**src/rtl/fetch_decode_pipe.sv**
```systemverilog
// fetch_decode_pipe: IF/ID pipeline register for the 5-stage RV32I core.
// Captures the fetched PC/instruction every cycle, holds them on a load-use stall,
// and inserts FLUSH_CYCLES bubbles after a taken jump or branch.
// Optional macro FETCH_DECODE_PIPE_PERF_EN enables saturating flush/stall counters;
// without it the counter ports are tied to zero and no counter flops exist.
module fetch_decode_pipe #(
    parameter int unsigned     XLEN         = 32,
    parameter int unsigned     FLUSH_CYCLES = 2,   // legal range 1..15
    parameter logic [XLEN-1:0] BUBBLE_INSTR = '0,
    parameter int unsigned     PERF_W       = 16
) (
    input  logic              clk,
    input  logic              rst,
    input  logic [XLEN-1:0]   pre_address_pc,
    input  logic [XLEN-1:0]   instruction_fetch,
    input  logic              next_select,
    input  logic              branch_result,
    input  logic              load,
    output logic [XLEN-1:0]   pre_address_out,
    output logic [XLEN-1:0]   instruction,
    output logic              valid_out,
    output logic              flush_busy,
    output logic [PERF_W-1:0] perf_flush_cnt,
    output logic [PERF_W-1:0] perf_stall_cnt
);

    // Reload value of the bubble countdown; the flush edge itself is the first bubble.
    localparam logic [3:0] RearmCnt = 4'(FLUSH_CYCLES - 1);

    typedef enum logic {
        StRun,
        StFlush
    } state_e;

    state_e            r_state;
    state_e            w_state_d;
    logic [3:0]        r_cnt;
    logic [3:0]        w_cnt_d;
    logic [XLEN-1:0]   r_pc;
    logic [XLEN-1:0]   w_pc_d;
    logic [XLEN-1:0]   r_instr;
    logic [XLEN-1:0]   w_instr_d;
    logic              r_valid;
    logic              w_valid_d;
    logic              w_flush;
    logic              w_stall;

    assign w_flush = next_select | branch_result;

    // Next-state: flush beats countdown beats stall beats capture.
    always_comb begin
        w_state_d = r_state;
        w_cnt_d   = r_cnt;
        w_pc_d    = r_pc;
        w_instr_d = r_instr;
        w_valid_d = r_valid;
        w_stall   = 1'b0;

        if (w_flush) begin
            // A flush during the countdown re-arms rather than accumulating bubbles.
            w_pc_d    = '0;
            w_instr_d = BUBBLE_INSTR;
            w_valid_d = 1'b0;
            w_cnt_d   = RearmCnt;
            w_state_d = (RearmCnt != 4'd0) ? StFlush : StRun;
        end else begin
            unique case (r_state)
                StFlush: begin
                    // Stall requests are ignored while bubbles are being inserted.
                    w_pc_d    = '0;
                    w_instr_d = BUBBLE_INSTR;
                    w_valid_d = 1'b0;
                    w_cnt_d   = r_cnt - 4'd1;
                    w_state_d = (r_cnt == 4'd1) ? StRun : StFlush;
                end
                StRun: begin
                    if (load) begin
                        w_stall = 1'b1;
                    end else begin
                        w_pc_d    = pre_address_pc;
                        w_instr_d = instruction_fetch;
                        w_valid_d = 1'b1;
                    end
                end
                default: begin
                    w_state_d = StRun;
                    w_cnt_d   = '0;
                end
            endcase
        end
    end

    // Pipeline and countdown registers with synchronous reset.
    always_ff @(posedge clk) begin
        if (rst) begin
            r_state <= StRun;
            r_cnt   <= '0;
            r_pc    <= '0;
            r_instr <= BUBBLE_INSTR;
            r_valid <= 1'b0;
        end else begin
            r_state <= w_state_d;
            r_cnt   <= w_cnt_d;
            r_pc    <= w_pc_d;
            r_instr <= w_instr_d;
            r_valid <= w_valid_d;
        end
    end

    assign pre_address_out = r_pc;
    assign instruction     = r_instr;
    assign valid_out       = r_valid;
    assign flush_busy      = (r_cnt != 4'd0);

`ifdef FETCH_DECODE_PIPE_PERF_EN
    localparam logic [PERF_W-1:0] PerfOne = PERF_W'(1);

    logic [PERF_W-1:0] r_perf_flush;
    logic [PERF_W-1:0] r_perf_stall;

    // Saturating event counters; they stop at all-ones instead of wrapping.
    always_ff @(posedge clk) begin
        if (rst) begin
            r_perf_flush <= '0;
            r_perf_stall <= '0;
        end else begin
            if (w_flush && (r_perf_flush != '1)) begin
                r_perf_flush <= r_perf_flush + PerfOne;
            end
            if (w_stall && (r_perf_stall != '1)) begin
                r_perf_stall <= r_perf_stall + PerfOne;
            end
        end
    end

    assign perf_flush_cnt = r_perf_flush;
    assign perf_stall_cnt = r_perf_stall;
`else
    assign perf_flush_cnt = '0;
    assign perf_stall_cnt = '0;
`endif

endmodule

```
**config.mk**
```make
export PLATFORM = sky130hd
export DESIGN_NAME = fetch_decode_pipe
export DESIGN_NICKNAME = d
export VERILOG_FILES = /design/src/rtl/fetch_decode_pipe.sv
export SDC_FILE = /design/constraint.sdc
export NUM_CORES = 1
export LEC_CHECK = 0
export ABC_AREA = 1
export CORE_ASPECT_RATIO = 1.75
export CORE_MARGIN = 10
export CORE_UTILIZATION = 37
export CTS_CLUSTER_DIAMETER = 150
export DETAILED_ROUTE_END_ITERATION = 12
export PLACE_DENSITY_LB_ADDON = 0.2
export SKIP_CTS_REPAIR_TIMING = 1
export SKIP_LAST_GASP = 1
export SYNTH_ARGS = -nofsm -noshare
export SYNTH_HDL_FRONTEND = slang
export SYNTH_SLANG_ARGS = --single-unit
```
**constraint.sdc**
```tcl
create_clock -name clk -period 1.6 [get_ports clk]
set_input_delay 0.4 -clock clk [delete_from_list [all_inputs] [get_ports clk]]
set_output_delay 0.4 -clock clk [all_outputs]
set_load 0.01 [all_outputs]
```
======== Yosys cells after proc, flatten, opt, wreduce, memory -nomap -nowiden ========
Cells that the tools add are included.
storage, ports and cells
  register bits after elaboration ......... 70
  output and inout port bits .............. 98
  logic and storage cells ................. 25
cells by class
  $add $sub $neg .......................... 1
  eq/ne operators ......................... 2
  multiplexer cells ....................... 11
  bitwise logic cells ..................... 2
  reduce and logical (&&, ||, !) cells .... 3
operators with widths
  cell                                                  count
  case mux 32 bit (2 select lines)                      2
  two-way mux 32 bit                                    2
  two-way mux 1 bit                                     6
  equality test 4 x 1 -> 1 bit (second input constant)  1
  nonzero test 4 bit                                    1
  subtractor 4 x 1 -> 4 bit (second input constant)     1
  inequality test 2 bit (second input constant)         1
  case mux 1 bit (2 select lines)                       1
  nonzero test 2 bit                                    1
  OR reduction 2 bit                                    1
  NOT 1 bit                                             1
  OR 1 bit                                              1

======== Depth between registers and ports, before layout ========
Gate-level depths: netlist (run 1).
  word-level depth ........................ 4
  mapped depth ............................ 7
  mapped depth without buffers ............ 6

======== Least setup slack after synthesis (run 1) ========
No wires, ideal clock.
  path kind ............................... input to register
  start point ............................. input branch_result
  end point ............................... register r_instr[10] (netlist: instruction[10])
  library setup time ...................... 0.070 ns
  arrival time ............................ 1.070 ns
  setup slack ............................. 0.460 ns
  cell stages on the path ................. 5
  path buffers ............................ 2
  path through ............................ nor2_1 -> nand2_1 -> buf_2 -> buf_2 -> a21oi_1
between the ends
  longest elaborated chain between the ends .. 2
ends and longest elaborated chain
  what                                 RTL line  source
  start: declaration                   17        input logic branch_result,
  OR 1 bit                             48        assign w_flush = next_select | branch_result;
  OR reduction 2 bit (no source line)  -
  end signal: assignment               105       r_instr <= w_instr_d;
  end: declaration                     41        logic [XLEN-1:0] r_instr;
No other way between the ends.
A chain may end at the register's enable or synchronous reset.

======== Final worst setup path (run 1) ========
  start point ............................. register r_cnt[0]
  end point ............................... output flush_busy
between the ends
  longest elaborated chain between the ends .. 1
ends and longest elaborated chain
  what                      RTL line  source
  start: declaration        37        logic [3:0] r_cnt;
  start signal: assignment  103       r_cnt <= w_cnt_d;
  nonzero test 4 bit        113       assign flush_busy = (r_cnt != 4'd0);
  end: declaration          22        output logic flush_busy,
No other way between the ends.

==> results.txt, run 1 <==
Dpl hpwl - 6.30 mm
Final period util - 93.8%
First DRT Iteration DRCs - 127
FP Rows - 41
Routed vias/inst - 4.49
H-tree Lvls - 3
Endpoints failing setup - 0
Total wire length - 8.36 mm
Clock sinks - 70
Initial antenna violation count - 0
Detailed Routing Iterations Pass 1 - 5
Core ar. - 7230 µm²
Layout Cells excl Fill - 578
Seq cells post-synth - 70
Critical path arrival - 1.10 ns
Final Critical Period - 1.50 ns
Antenna Cells - 0
Type of the worst setup path - reg2out
Lkg Pwr - 2.84 nW
Share of layout cells above drive strength 1 - 6.10%
Capturing point of the worst reg2reg path - r_cnt[1]$_SDFFE_PP0P_
Maximum number of pins on one net before global-route repair - 36
Gr usage total - 14.2%
Yosys warning count - 0
Commonest cells after routing, fill and taps aside - nand2_1, dfxtp_1, a21oi_1, clkdlybuf4s50_1, dlymetal6s2s_1
Achievable frequency - 666 MHz
TritonCTS clock tree - yes
Max Cap Viol - 0
Initial core utilization - 37.9%
CP Capture Type - output port
FF-to-FF path depth - 4
Root buf cell - clkbuf_16
Worst skew pair latency - 0.33 ns
Final Skew - 0.00322 ns
Die X-Extent - 85.0 µm
Post-synthesis cell area - 2740 µm²
Pre-CTS WS - -0.0690 ns
Layout Utilization - 63.4%
DR vias - 2596
Hold Crit Class - reg2reg
Setup crit start kind - register
Maximum clock path buffer count - 2
Critical Path Fanout Max - 2
Synth cell types - 16
CTS Buf Count - 9
Routed Antenna Nets - 0
First-pass GRT wire length - 13.1 mm
Syn Area/Cell - 7.76 µm²
Status - completed
Die height - 134 µm
Final net count - 559
Hold Crit Depth - 2
Most common cell after layout, fill and taps aside - nand2_1
Launching point of the worst reg2reg path - r_cnt[0]$_SDFFE_PP0P_
Clk pin slew, worst setup/hold paths - 0.05 ns
WL per Instance - 14.5 µm
DR DRC count - 0
Placed Cells - 562
Worst hold start - instruction[26]$_SDFFE_PP0P_
Synth-to-Final Area Change - 67.6%
Fillers - 636
Hold Slack - 0.452 ns
Port Buf Inserts - 134
Count of final hold-check violations - 0
Die area - 11400 µm²
PwrDens - 926 nW/µm²
Final worst slack - 0.0985 ns
Slew Viols, Final - 0
Hold EP - instruction[26]$_SDFFE_PP0P_
Max VDD drop - 0.599 mV
Reg-to-reg setup timing slack - 0.44 ns
Boundary pin count - 167
Cells after Synth - 353
Critical Path RT - 1.20 ns
Gpl congestion - 0.732
Seq/Total Area, Yosys - 51.2%
RSZ-0062 raised after global routing - false
Vias in the first global route - 2603
Remaining global-route overflow - 0
==> cells by family (layout without fill, tap and decap cells) <==
kind of cell | Yosys count | in the layout | share of synthesized area [%]
simple gates | 150 | 150 | 21.3
buf+inv | 60 | 168 | 13.4
flops | 70 | 70 | 51.2
other cells | 1 | 32 | 0.137
compound gates | 69 | 69 | 12.6
fa+ha+maj | 3 | 3 | 1.37
==> state kept, by name, summed over array words and instances (netlist names) <==
signal           flops
instruction         32
pre_address_out     32
r_cnt                4
r_state              1
valid_out            1
==> report_power, final <==
part	internal (mW)	switching [mW]
Combinational	0.254	0.218
Clock	1.29	0.702
Sequential	1.77	0.0166
==> synthesized netlist by cell type <==
master / n / area, µm²
conb_1: 1 / 3.75
a21oi_1: 68 / 340
nor2_4: 2 / 22.5
nor2_1: 7 / 26.3
nand2_1: 137 / 514
inv_2: 1 / 3.75
inv_1: 7 / 26.3
nand3_1: 3 / 15.0
buf_2: 16 / 80.1
o21ai_0: 1 / 5.00
clkbuf_1: 3 / 11.3
buf_4: 32 / 240
clkbuf_2: 1 / 5.00
or2_2: 1 / 6.26
ha_1: 3 / 37.5
dfxtp_1: 70 / 1400
==> through the flow <==
step | cell area (µm²) | total power [mW] | setup TNS (ns)
after floorplan | 2860 | 2.07 | 0
after global placement | 4120 | 2.30 | -0.563
after detailed placement | 4120 | 2.30 | -1.75
after CTS | 4420 | 4.31 | -1.86
after global routing | 4590 | 4.42 | 0
final | 4590 | 4.25 | 0
==> per-layer routing <==
| layer | GRT usage, % | vias up | part of all wire, % |
|---|---|---|---|
| li1 | - | 1317 | - |
| met1 | 14.0 | 1141 | 35 |
| met2 | 22.8 | 118 | 49 |
| met3 | 7.64 | 20 | 12 |
| met4 | 8.27 | 0 | 3.1 |
| met5 | 0 | - | 0 |
==> layout make-up <==
type / count / area (µm²) / share of cell area [%]
repair buffers: 144 / 1660 / 36.1
flip-flops and latches: 70 / 1400 / 30.6
multi-input cells: 254 / 1090 / 23.7
clock buffers: 13 / 260 / 5.67
well taps: 86 / 108 / 2.34
clock inverters: 3 / 42.5 / 0.927
inverters: 8 / 30.0 / 0.654
==> critical path, stage by stage, from the launching register on <==
cell and delay, ns:
dfxtp_1 0.33, inv_1 0.06, ha_1 0.18, nand2_1 0.05, dlymetal6s2s_1 0.15
==> worst max-delay path by stage <==
stage	from	to
2_1_floorplan	branch_result	instruction[10]$_SDFFE_PP0P_
3_3_place_gp	load	instruction[11]$_SDFFE_PP0P_
3_5_place_dp	load	pre_address_out[22]$_SDFFE_PP0P_
4_1_cts	r_cnt[1]$_SDFFE_PP0P_	flush_busy
5_1_grt	r_cnt[0]$_SDFFE_PP0P_	flush_busy
6_report	r_cnt[0]$_SDFFE_PP0P_	flush_busy
No activity file was read; power rests on OpenSTA's default activity.
==> run 2: changes to the inputs <==
--- a/config.mk
+++ b/config.mk
@@ -11,7 +11,7 @@
 export CORE_UTILIZATION = 37
 export CTS_CLUSTER_DIAMETER = 150
 export DETAILED_ROUTE_END_ITERATION = 12
-export PLACE_DENSITY_LB_ADDON = 0.2
+export PLACE_DENSITY = 0.92
 export SKIP_CTS_REPAIR_TIMING = 1
 export SKIP_LAST_GASP = 1
 export SYNTH_ARGS = -nofsm -noshare
==> results.txt, run 2 (synthesized netlist as in run 1, its figures left out) <==
Clk pin slew, worst setup/hold paths - 0.05 ns
Dpl hpwl - 6.75 mm
RSZ-0062 raised after global routing - true
Sw frac - 22.2%
DR vias - 2671
Remaining global-route overflow - 0
Vias in the first global route - 2754
WL per Instance - 15.7 µm
First DRT Iteration DRCs - 136
Commonest cells after routing, fill and taps aside - nand2_1, dfxtp_1, a21oi_1, clkdlybuf4s50_1, dlymetal6s2s_1
Reg power frac - 43.8%
Critical Path RT - 1.20 ns
Status - completed
Int Pwr - 3.17 mW
Placed inst area - 4100 µm²
Achievable frequency - 650 MHz
Setup crit start kind - register
Comb pwr share - 11.6%
Clk pwr share - 44.5%
Routed Antenna Nets - 0
Antenna Cells - 0
Max Cap Viol - 0
Hold Slack - 0.456 ns
Final period util - 96.1%
Critical path arrival - 1.14 ns
Root buf cell - clkbuf_16
Initial core utilization - 37.9%
Clock sinks - 70
Hold Crit Class - reg2reg
H-tree Lvls - 3
TritonCTS clock tree - yes
FF-to-FF path depth - 4
Layout Utilization - 62.8%
Pre-CTS WS - -0.129 ns
Setup TNS - 0 ns
PwrDens - 898 nW/µm²
P_sw - 906 µW
Hold EP - instruction[19]$_SDFFE_PP0P_
Critical Path Fanout Max - 2
Core ar. - 7230 µm²
Worst skew pair latency - 0.32 ns
Lkg Pwr - 2.83 nW
Hold Crit Depth - 2
Gpl congestion - 0.773
Die height - 134 µm
Final Critical Period - 1.54 ns
CTS Buf Count - 9
Initial antenna violation count - 0
CP Capture Type - output port
Synth-to-Final Area Change - 65.9%
First-pass GRT wire length - 13.9 mm
Design Area, Final - 4540 µm²
Gr usage total - 15.1%
Max VDD drop - 0.624 mV
Count of final hold-check violations - 0
Endpoints failing setup - 0
Die X-Extent - 85.0 µm
Routed vias/inst - 4.63
Boundary pin count - 167
Launching point of the worst reg2reg path - r_state$_SDFF_PP0_
Port Buf Inserts - 134
Most common cell after layout, fill and taps aside - nand2_1
Maximum number of pins on one net before global-route repair - 47
Detailed Routing Iterations Pass 1 - 6
Type of the worst setup path - reg2out
Share of layout cells above drive strength 1 - 5.91%
Die area - 11400 µm²
Maximum clock path buffer count - 2
Capturing point of the worst reg2reg path - pre_address_out[26]$_SDFFE_PP0P_
DR DRC count - 0
Total wire length - 9.08 mm
Worst hold start - instruction[19]$_SDFFE_PP0P_
Final net count - 560
Slew Viols, Final - 0
Final worst slack - 0.0619 ns
Final Skew - 0.00393 ns
FP Rows - 41
Reg-to-reg setup timing slack - 0.43 ns
[run 2: final cells by class]
type	instances	area (µm²)
clock inverters	1	5.00
fillers	589	2690
repair buffers	145	1640
multi-input cells	254	1090
well taps	86	108
inverters	8	30.0
flip-flops and latches	70	1400
clock buffers	13	270
[run 2: how the worst max path moves through the flow]
stage	startpoint	to	depth (start not counted)
after floorplan	branch_result	instruction[10]$_SDFFE_PP0P_	5
after global placement	load	instruction[15]$_SDFFE_PP0P_	6
after detailed placement	load	pre_address_out[26]$_SDFFE_PP0P_	6
after CTS	r_cnt[0]$_SDFFE_PP0P_	flush_busy	4
after global routing	r_cnt[0]$_SDFFE_PP0P_	flush_busy	4
final	r_cnt[0]$_SDFFE_PP0P_	flush_busy	4
[run 2: layer usage]
layer  global-route usage [%]  wire length [µm]  up-vias
li1                         -                 -     1316
met1                     13.8              3080     1212
met2                     26.2              4700      121
met3                     7.22               937       22
met4                     8.73               356        0
met5                        0                 0        -
[run 2: worst max-delay path, stage by stage, from the launching register on]
cell            delay [ns]
dfxtp_1               0.32
inv_1                 0.06
ha_1                  0.20
nand2_1               0.07
dlymetal6s2s_1        0.16
[run 2: metrics by stage]
| stage | std cells | power, mW |
|---|---|---|
| 2_1_floorplan | 384 | 2.07 |
| 3_3_place_gp | 563 | 2.28 |
| 3_5_place_dp | 563 | 2.30 |
| 4_1_cts | 577 | 4.13 |
| 5_1_grt | 577 | 4.25 |
| 6_report | 577 | 4.08 |
[run 2: power groups by stage]
stage / clock [mW] / sequential, mW / combinational (mW)
finish: 1.82 / 1.79 / 0.473
global route: 1.94 / 1.79 / 0.517
CTS: 1.87 / 1.79 / 0.477
detailed placement: 0 / 1.83 / 0.472
global placement: 0 / 1.82 / 0.459
floorplan: 0 / 1.83 / 0.243
